<file path="config.mk">
export PLATFORM = sky130hd
export DESIGN_NAME = rv19_fetch_unit
export DESIGN_NICKNAME = d
export VERILOG_FILES = /design/src/rtl/rv19_fetch_unit.sv
export SDC_FILE = /design/constraint.sdc
export NUM_CORES = 1
export LEC_CHECK = 0
export ABC_AREA = 1
export ABC_CLOCK_PERIOD_IN_PS = 2800
export BUFFER_PORTS_ARGS = -buffer_cell sky130_fd_sc_hd__buf_2
export CORE_MARGIN = 1
export CORE_UTILIZATION = 37
export DETAILED_ROUTE_END_ITERATION = 12
export GPL_TIMING_DRIVEN = 0
export PLACE_DENSITY = 0.59
export SLEW_MARGIN = 5
export SYNTH_ARGS = -nofsm -noshare
export SYNTH_HDL_FRONTEND = slang
export SYNTH_SLANG_ARGS = --single-unit
export TNS_END_PERCENT = 5
</file>
<file path="constraint.sdc">
create_clock -name clk -period 2.8 [get_ports clk]
set_clock_uncertainty 0.2 [all_clocks]
set_input_delay 0.28 -clock clk [delete_from_list [all_inputs] [get_ports clk]]
set_output_delay 0.28 -clock clk [all_outputs]
set_load 0.03 [all_outputs]
</file>
<file path="src/rtl/rv19_fetch_unit.sv">
// -----------------------------------------------------------------------------
// rv19_fetch_unit
//
// Instruction-fetch front end for the 19-bit five-stage core. Owns the PC,
// issues one request at a time to the 32x19 instruction memory, buffers the
// returned words in a small prefetch queue and hands {IR, NPC} pairs to decode
// over a valid/ready handshake. Branch redirects from execute flush the queue
// and bump an epoch bit so that a response already in flight is dropped when
// it lands.
//
// Optional feature: define RV19_IF_PERF_EN to add the stall_cnt/flush_cnt
// performance counters. With the macro undefined neither port exists.
//
// Ports
//   clk          in   core clock, rising edge
//   RN           in   synchronous active-high reset
//   imem_req     out  request valid
//   imem_addr    out  request word address (pc[ADDR_W-1:0])
//   imem_gnt     in   memory accepts the request this cycle
//   imem_rvalid  in   response valid (in order, >=1 cycle after grant)
//   imem_rdata   in   response instruction word
//   br_en        in   redirect strobe from execute
//   br_target    in   redirect PC
//   if_valid     out  queue head valid
//   if_ir        out  head instruction
//   if_npc       out  head fetch PC + 1
//   id_ready     in   decode consumes the head this cycle
//   stall_cnt    out  (RV19_IF_PERF_EN) cycles with no valid head, saturating
//   flush_cnt    out  (RV19_IF_PERF_EN) redirect pulses, saturating
// -----------------------------------------------------------------------------
module rv19_fetch_unit #(
  parameter int                 INSTR_W  = 19,
  parameter int                 ADDR_W   = 5,
  parameter int                 DEPTH    = 4,
  parameter logic [INSTR_W-1:0] RESET_PC = '0
) (
  input  logic               clk,
  input  logic               RN,
  output logic               imem_req,
  output logic [ADDR_W-1:0]  imem_addr,
  input  logic               imem_gnt,
  input  logic               imem_rvalid,
  input  logic [INSTR_W-1:0] imem_rdata,
  input  logic               br_en,
  input  logic [INSTR_W-1:0] br_target,
  output logic               if_valid,
  output logic [INSTR_W-1:0] if_ir,
  output logic [INSTR_W-1:0] if_npc,
  input  logic               id_ready
`ifdef RV19_IF_PERF_EN
  ,
  output logic [15:0]        stall_cnt,
  output logic [7:0]         flush_cnt
`endif
);

  localparam int PTR_W = $clog2(DEPTH) + 1;
  localparam int IDX_W = PTR_W - 1;

  typedef enum logic [1:0] {
    S_IDLE  = 2'd0,
    S_ISSUE = 2'd1,
    S_WAIT  = 2'd2
  } state_t;

  state_t             r_state;
  state_t             w_state_nxt;

  logic [INSTR_W-1:0] r_pc;
  logic               r_epoch;
  logic               r_tag_epoch;
  logic [INSTR_W-1:0] r_tag_pc;

  logic [PTR_W-1:0]   r_wptr;
  logic [PTR_W-1:0]   r_rptr;
  logic [INSTR_W-1:0] r_ir_mem  [DEPTH];
  logic [INSTR_W-1:0] r_npc_mem [DEPTH];

  logic [PTR_W-1:0]   w_count;
  logic               w_empty;
  logic               w_outstanding;
  logic               w_space;
  logic               w_req;
  logic               w_grant;
  logic               w_rsp;
  logic               w_push;
  logic               w_pop;
  logic               w_head_vld;

  // Queue occupancy from the extra pointer bit: wptr-rptr is exact even when
  // the index bits are equal.
  assign w_count       = r_wptr - r_rptr;
  assign w_empty       = (w_count == '0);
  assign w_outstanding = (r_state == S_WAIT);

  // Issue gating reserves a slot for the word in flight, so a push can never
  // land on a full queue.
  assign w_space = (({1'b0, w_count} + {{PTR_W{1'b0}}, w_outstanding})
                    < (PTR_W+1)'(DEPTH));

  always_comb begin
    w_state_nxt = r_state;
    w_req       = 1'b0;
    w_grant     = 1'b0;
    w_rsp       = 1'b0;
    case (r_state)
      S_IDLE: begin
        w_state_nxt = S_ISSUE;
      end
      S_ISSUE: begin
        w_req = w_space;
        if (w_space && imem_gnt) begin
          w_grant     = 1'b1;
          w_state_nxt = S_WAIT;
        end
      end
      S_WAIT: begin
        if (imem_rvalid) begin
          w_rsp       = 1'b1;
          w_state_nxt = S_ISSUE;
        end
      end
      default: begin
        w_state_nxt = S_IDLE;
      end
    endcase
  end

  // A response tagged with a stale epoch belongs to a squashed path. A
  // redirect in the same cycle flushes the queue, so it also blocks the push
  // and the pop.
  assign w_push     = w_rsp && (r_tag_epoch == r_epoch) && !br_en;
  assign w_head_vld = !w_empty && !RN;
  assign w_pop      = w_head_vld && id_ready && !br_en;

  assign imem_req  = w_req && !RN;
  assign imem_addr = r_pc[ADDR_W-1:0];
  assign if_valid  = w_head_vld;
  assign if_ir     = w_head_vld ? r_ir_mem[r_rptr[IDX_W-1:0]]  : '0;
  assign if_npc    = w_head_vld ? r_npc_mem[r_rptr[IDX_W-1:0]] : '0;

  always_ff @(posedge clk) begin
    if (RN) begin
      r_state <= S_IDLE;
      r_pc    <= RESET_PC;
      r_epoch <= 1'b0;
      r_wptr  <= '0;
      r_rptr  <= '0;
    end else begin
      r_state <= w_state_nxt;
      if (br_en) begin
        // Redirect overrides any PC increment from a coincident grant; that
        // grant keeps its old-epoch tag and is dropped on return.
        r_pc    <= br_target;
        r_epoch <= ~r_epoch;
        r_rptr  <= r_wptr;
      end else begin
        if (w_grant) r_pc   <= r_pc + INSTR_W'(1);
        if (w_push)  r_wptr <= r_wptr + PTR_W'(1);
        if (w_pop)   r_rptr <= r_rptr + PTR_W'(1);
      end
    end
  end

  // Tag and queue payload carry no reset: they are only read once a grant or
  // push has written them.
  always_ff @(posedge clk) begin
    if (w_grant) begin
      r_tag_epoch <= r_epoch;
      r_tag_pc    <= r_pc;
    end
    if (w_push) begin
      r_ir_mem[r_wptr[IDX_W-1:0]]  <= imem_rdata;
      r_npc_mem[r_wptr[IDX_W-1:0]] <= r_tag_pc + INSTR_W'(1);
    end
  end

`ifdef RV19_IF_PERF_EN
  always_ff @(posedge clk) begin
    if (RN) begin
      stall_cnt <= '0;
      flush_cnt <= '0;
    end else begin
      if (!w_head_vld && (stall_cnt != 16'hFFFF)) stall_cnt <= stall_cnt + 16'd1;
      if (br_en && (flush_cnt != 8'hFF))          flush_cnt <= flush_cnt + 8'd1;
    end
  end
`endif

endmodule

</file>
==> impl_metrics.env <==
export IMPL_status="complete, but fails checks"
export IMPL_violations="setup timing"
export IMPL_synth_seq_area_share_pct=65.5
export IMPL_synth_cells=843
export IMPL_track_usage_pct=16.9
export IMPL_insertion_delay_ns=0.50
export IMPL_num_vias=6404
export IMPL_fin_cells=1341
export IMPL_final_antenna_net_count=0
export IMPL_hold_ws_ns=0.0243
export IMPL_fin_ws_ns=-0.142
export IMPL_path_clk_slew_ns=0.06
export IMPL_drt_wirelength_per_cell_um=15.4
export IMPL_clockRootBuffer="clkbuf_16"
export IMPL_place_worst_setup_slack_ns=-0.353
export IMPL_grt_pass1_wl_um=31900
export IMPL_met1_usage_pct=21.1
export IMPL_met2_usage_pct=30.1
export IMPL_cellPowerDensity_nw_per_um2=632
export IMPL_avgSynthCellArea_sq_um=10.4
export IMPL_insertedDiodeCount=0
export IMPL_die_h_um=156
export IMPL_grt_pass1_vias=6198
export IMPL_slowest_delay_ns=0.37
export IMPL_die_area_sq_um=24400
export IMPL_cts_buffers=22
export IMPL_layout_min_cycle_time_ns=2.94
export IMPL_dp_hpwl_um=13300
export IMPL_place_congestion=0.793
export IMPL_std_cell_rows=56
export IMPL_max_clock_path_buffers=3
export IMPL_hold_path_class="input pin to flip-flop"
export IMPL_grt_max_degree=27
export IMPL_dr_pass1_iters=7
export IMPL_drive_gt1_share_pct=21.1
export IMPL_maxSlewHeadroom_pct=54.1
export IMPL_crit_fanout=5
export IMPL_grt_use_met3_pct=2.27
export IMPL_end_kind="output port"
export IMPL_core_area_sq_um=23400
export IMPL_grt_busiest_layer="met2"
export IMPL_cp_buffers_inverters=4
export IMPL_ioPinCount=89
export IMPL_cts_tree="built"
export IMPL_tightest_slew_ns=0.689
export IMPL_drv_cap=0
export IMPL_rsz0062_at_grt="true"
export IMPL_yosysUniqueCellTypes=38
export IMPL_port_buffers=88
export IMPL_drt_first_iter_violations=347
export IMPL_post_route_cell_area_sq_um=11400
export IMPL_setup_viol=39
export IMPL_nNetsFinal=1060
export IMPL_grt_overflow_total=0
export IMPL_path_cells="inv_4 > ha_4 > fa_2 > nand2_2 > nand2_1 > nand2_1 > nand2_2 > nand3_4 > nand2_8 > buf_8 > buf_16 > a21oi_4 > buf_6"
export IMPL_cp_top_family="adder cells"
export IMPL_period_share_pct=105
export IMPL_via_per_inst=4.78
export IMPL_final_util_pct=48.5
export IMPL_slowest_stage="fa_2"
export IMPL_setup_worst_path_start_class="flip-flop"
export IMPL_clock_sinks=202
export IMPL_ir_drop_mv=0.309
export IMPL_die_w_um=156
export IMPL_synth_fp_nets=896
export IMPL_netlist_area_sq_um=8810
export IMPL_p_leak_nw=4.15
export IMPL_ys_ff_latch=202
export IMPL_hold_violations=0
export IMPL_criticalPathCategory="flip-flop to output port"
export IMPL_total_power_mw=7.18
export IMPL_routed_wl_um=20600
export IMPL_fmax_mhz=340
export IMPL_worstPathArrival_ns=2.46
export IMPL_dpl_cell_area_sq_um=9760
export IMPL_yosys_warnings=0
export IMPL_drc=0
export IMPL_cp_required_ns=2.32
export IMPL_final_max_slew_viol_count=0
export IMPL_antenna_found_initial=0
export IMPL_post_place_cells=1254
export IMPL_initial_utilization_pct=37.6
export IMPL_h_tree_depth=1
export IMPL_setup_tns_ns=-3.91
export IMPL_synthToLayoutAreaGrowth_pct=28.9
==> worst paths after layout <==
kind              from            to  slack, ns  cells past startpoint
max          r_wptr[0]     if_npc[9]      -0.14                     13
min           imem_gnt    r_state[0]       0.02                      4
max reg2reg  r_wptr[0]    r_state[1]       0.25                     12
min reg2reg   r_pc[18]  r_tag_pc[18]       0.30                      0
==> final cells by class <==
cell class	instances	area (sq um)
fill	2148	12100
sequential	202	5770
multi-input combinational	564	2960
timing repair buffer	140	1180
clock buffer	25	562
tap	319	399
buffer	42	248
inverter	35	138
clock inverter	14	98.8
==> placed cells by master (no fill, tap or decap), drive strengths merged, types with 2 or more instances in the layout <==
cell         count
ha               8
inv             33
clkinv          13
nand3           23
o21ai          100
dlygate4sd3     41
or2              3
nand4           10
xnor2           19
nor2           257
buf            121
a21oi           46
dfxtp           30
edfxtp         172
nand2           77
clkbuf          44
clkinvlp         2
nor3             3
xor2            12
==> kinds of logic (layout without fill, tap and decap cells) <==
family	Yosys count	in the layout	synth area share, %
adder cells (fa/ha/maj)	9	9	1.36
XOR/XNOR	31	31	3.08
AO/OA/AOI/OAI	148	148	8.54
multiplexers	1	1	0.114
AND/OR/NAND/NOR	375	375	17.6
flip-flops	202	202	65.5
buffers and inverters	77	256	3.86
==> state kept, by name (all words and copies together) (netlist names), named ones only <==
register	cells
r_wptr	3
r_epoch	1
r_ir_mem	76
r_tag_epoch	1
r_pc	19
r_tag_pc	19
r_rptr	3
r_npc_mem	76
r_state	2
==> worst reg2reg max path, delay by kind of cell (launching register included) <==
family                     cells  cell delay, ns
AOI/OAI and AO/OA              1            0.18
adders and majority gates      2            0.52
buffers and inverters          4            0.81
DFF                            1            0.36
and+or+nand+nor                5            0.45
==> repair_timing <==
item                       in CTS  in global routing
gates cloned                    2                  0
hold endpoints to repair       97                  0
setup buffers                   4                  1
resized for setup              91                 40
hold buffers                   41                  0
setup endpoints to repair      60                 60
pin swaps                       5                  2
==> per-layer routing <==
| layer | part of all wire, % | vias up |
|---|---|---|
| met4 | 2.2 | 0 |
| li1 | - | 3210 |
| met5 | 0 | - |
| met2 | 49 | 167 |
| met1 | 45 | 2996 |
| met3 | 4.3 | 31 |
==> report_power, final <==
group / switching, mW / internal (mW)
logic: 0.693 / 0.439
registers: 0.0674 / 3.32
clock network: 1.12 / 1.53
total: 1.89 / 5.29
==> Yosys cell counts <==
cell | n | share of area [%]
buf_6 | 2 | 0.26
nor2_1 | 255 | 11
nor3_1 | 2 | 0.11
xnor2_1 | 19 | 1.9
nand4_2 | 1 | 0.14
inv_2 | 3 | 0.13
inv_1 | 31 | 1.3
or2_4 | 1 | 0.099
nor2_4 | 1 | 0.13
o21ai_1 | 8 | 0.45
dfxtp_1 | 30 | 6.8
a21oi_1 | 44 | 2.5
clkbuf_1 | 19 | 0.81
nand3b_1 | 1 | 0.085
nand4_4 | 1 | 0.24
nand2_4 | 1 | 0.13
buf_1 | 4 | 0.17
o21ai_0 | 92 | 5.2
xor2_1 | 12 | 1.2
nand3_1 | 19 | 1.1
or2_2 | 2 | 0.14
buf_2 | 11 | 0.63
ha_1 | 8 | 1.1
fa_1 | 1 | 0.23
nand4_1 | 8 | 0.57
nor4_1 | 1 | 0.071
o21a_1 | 1 | 0.085
nor3_2 | 1 | 0.11
o22ai_1 | 1 | 0.071
edfxtp_1 | 172 | 59
a21oi_2 | 2 | 0.20
clkinv_1 | 1 | 0.043
nand3_2 | 4 | 0.45
nor2_2 | 1 | 0.071
buf_4 | 6 | 0.51
mux2i_1 | 1 | 0.11
nand2_2 | 1 | 0.071
nand2_1 | 75 | 3.2
Power figures use the tool's default switching activity.
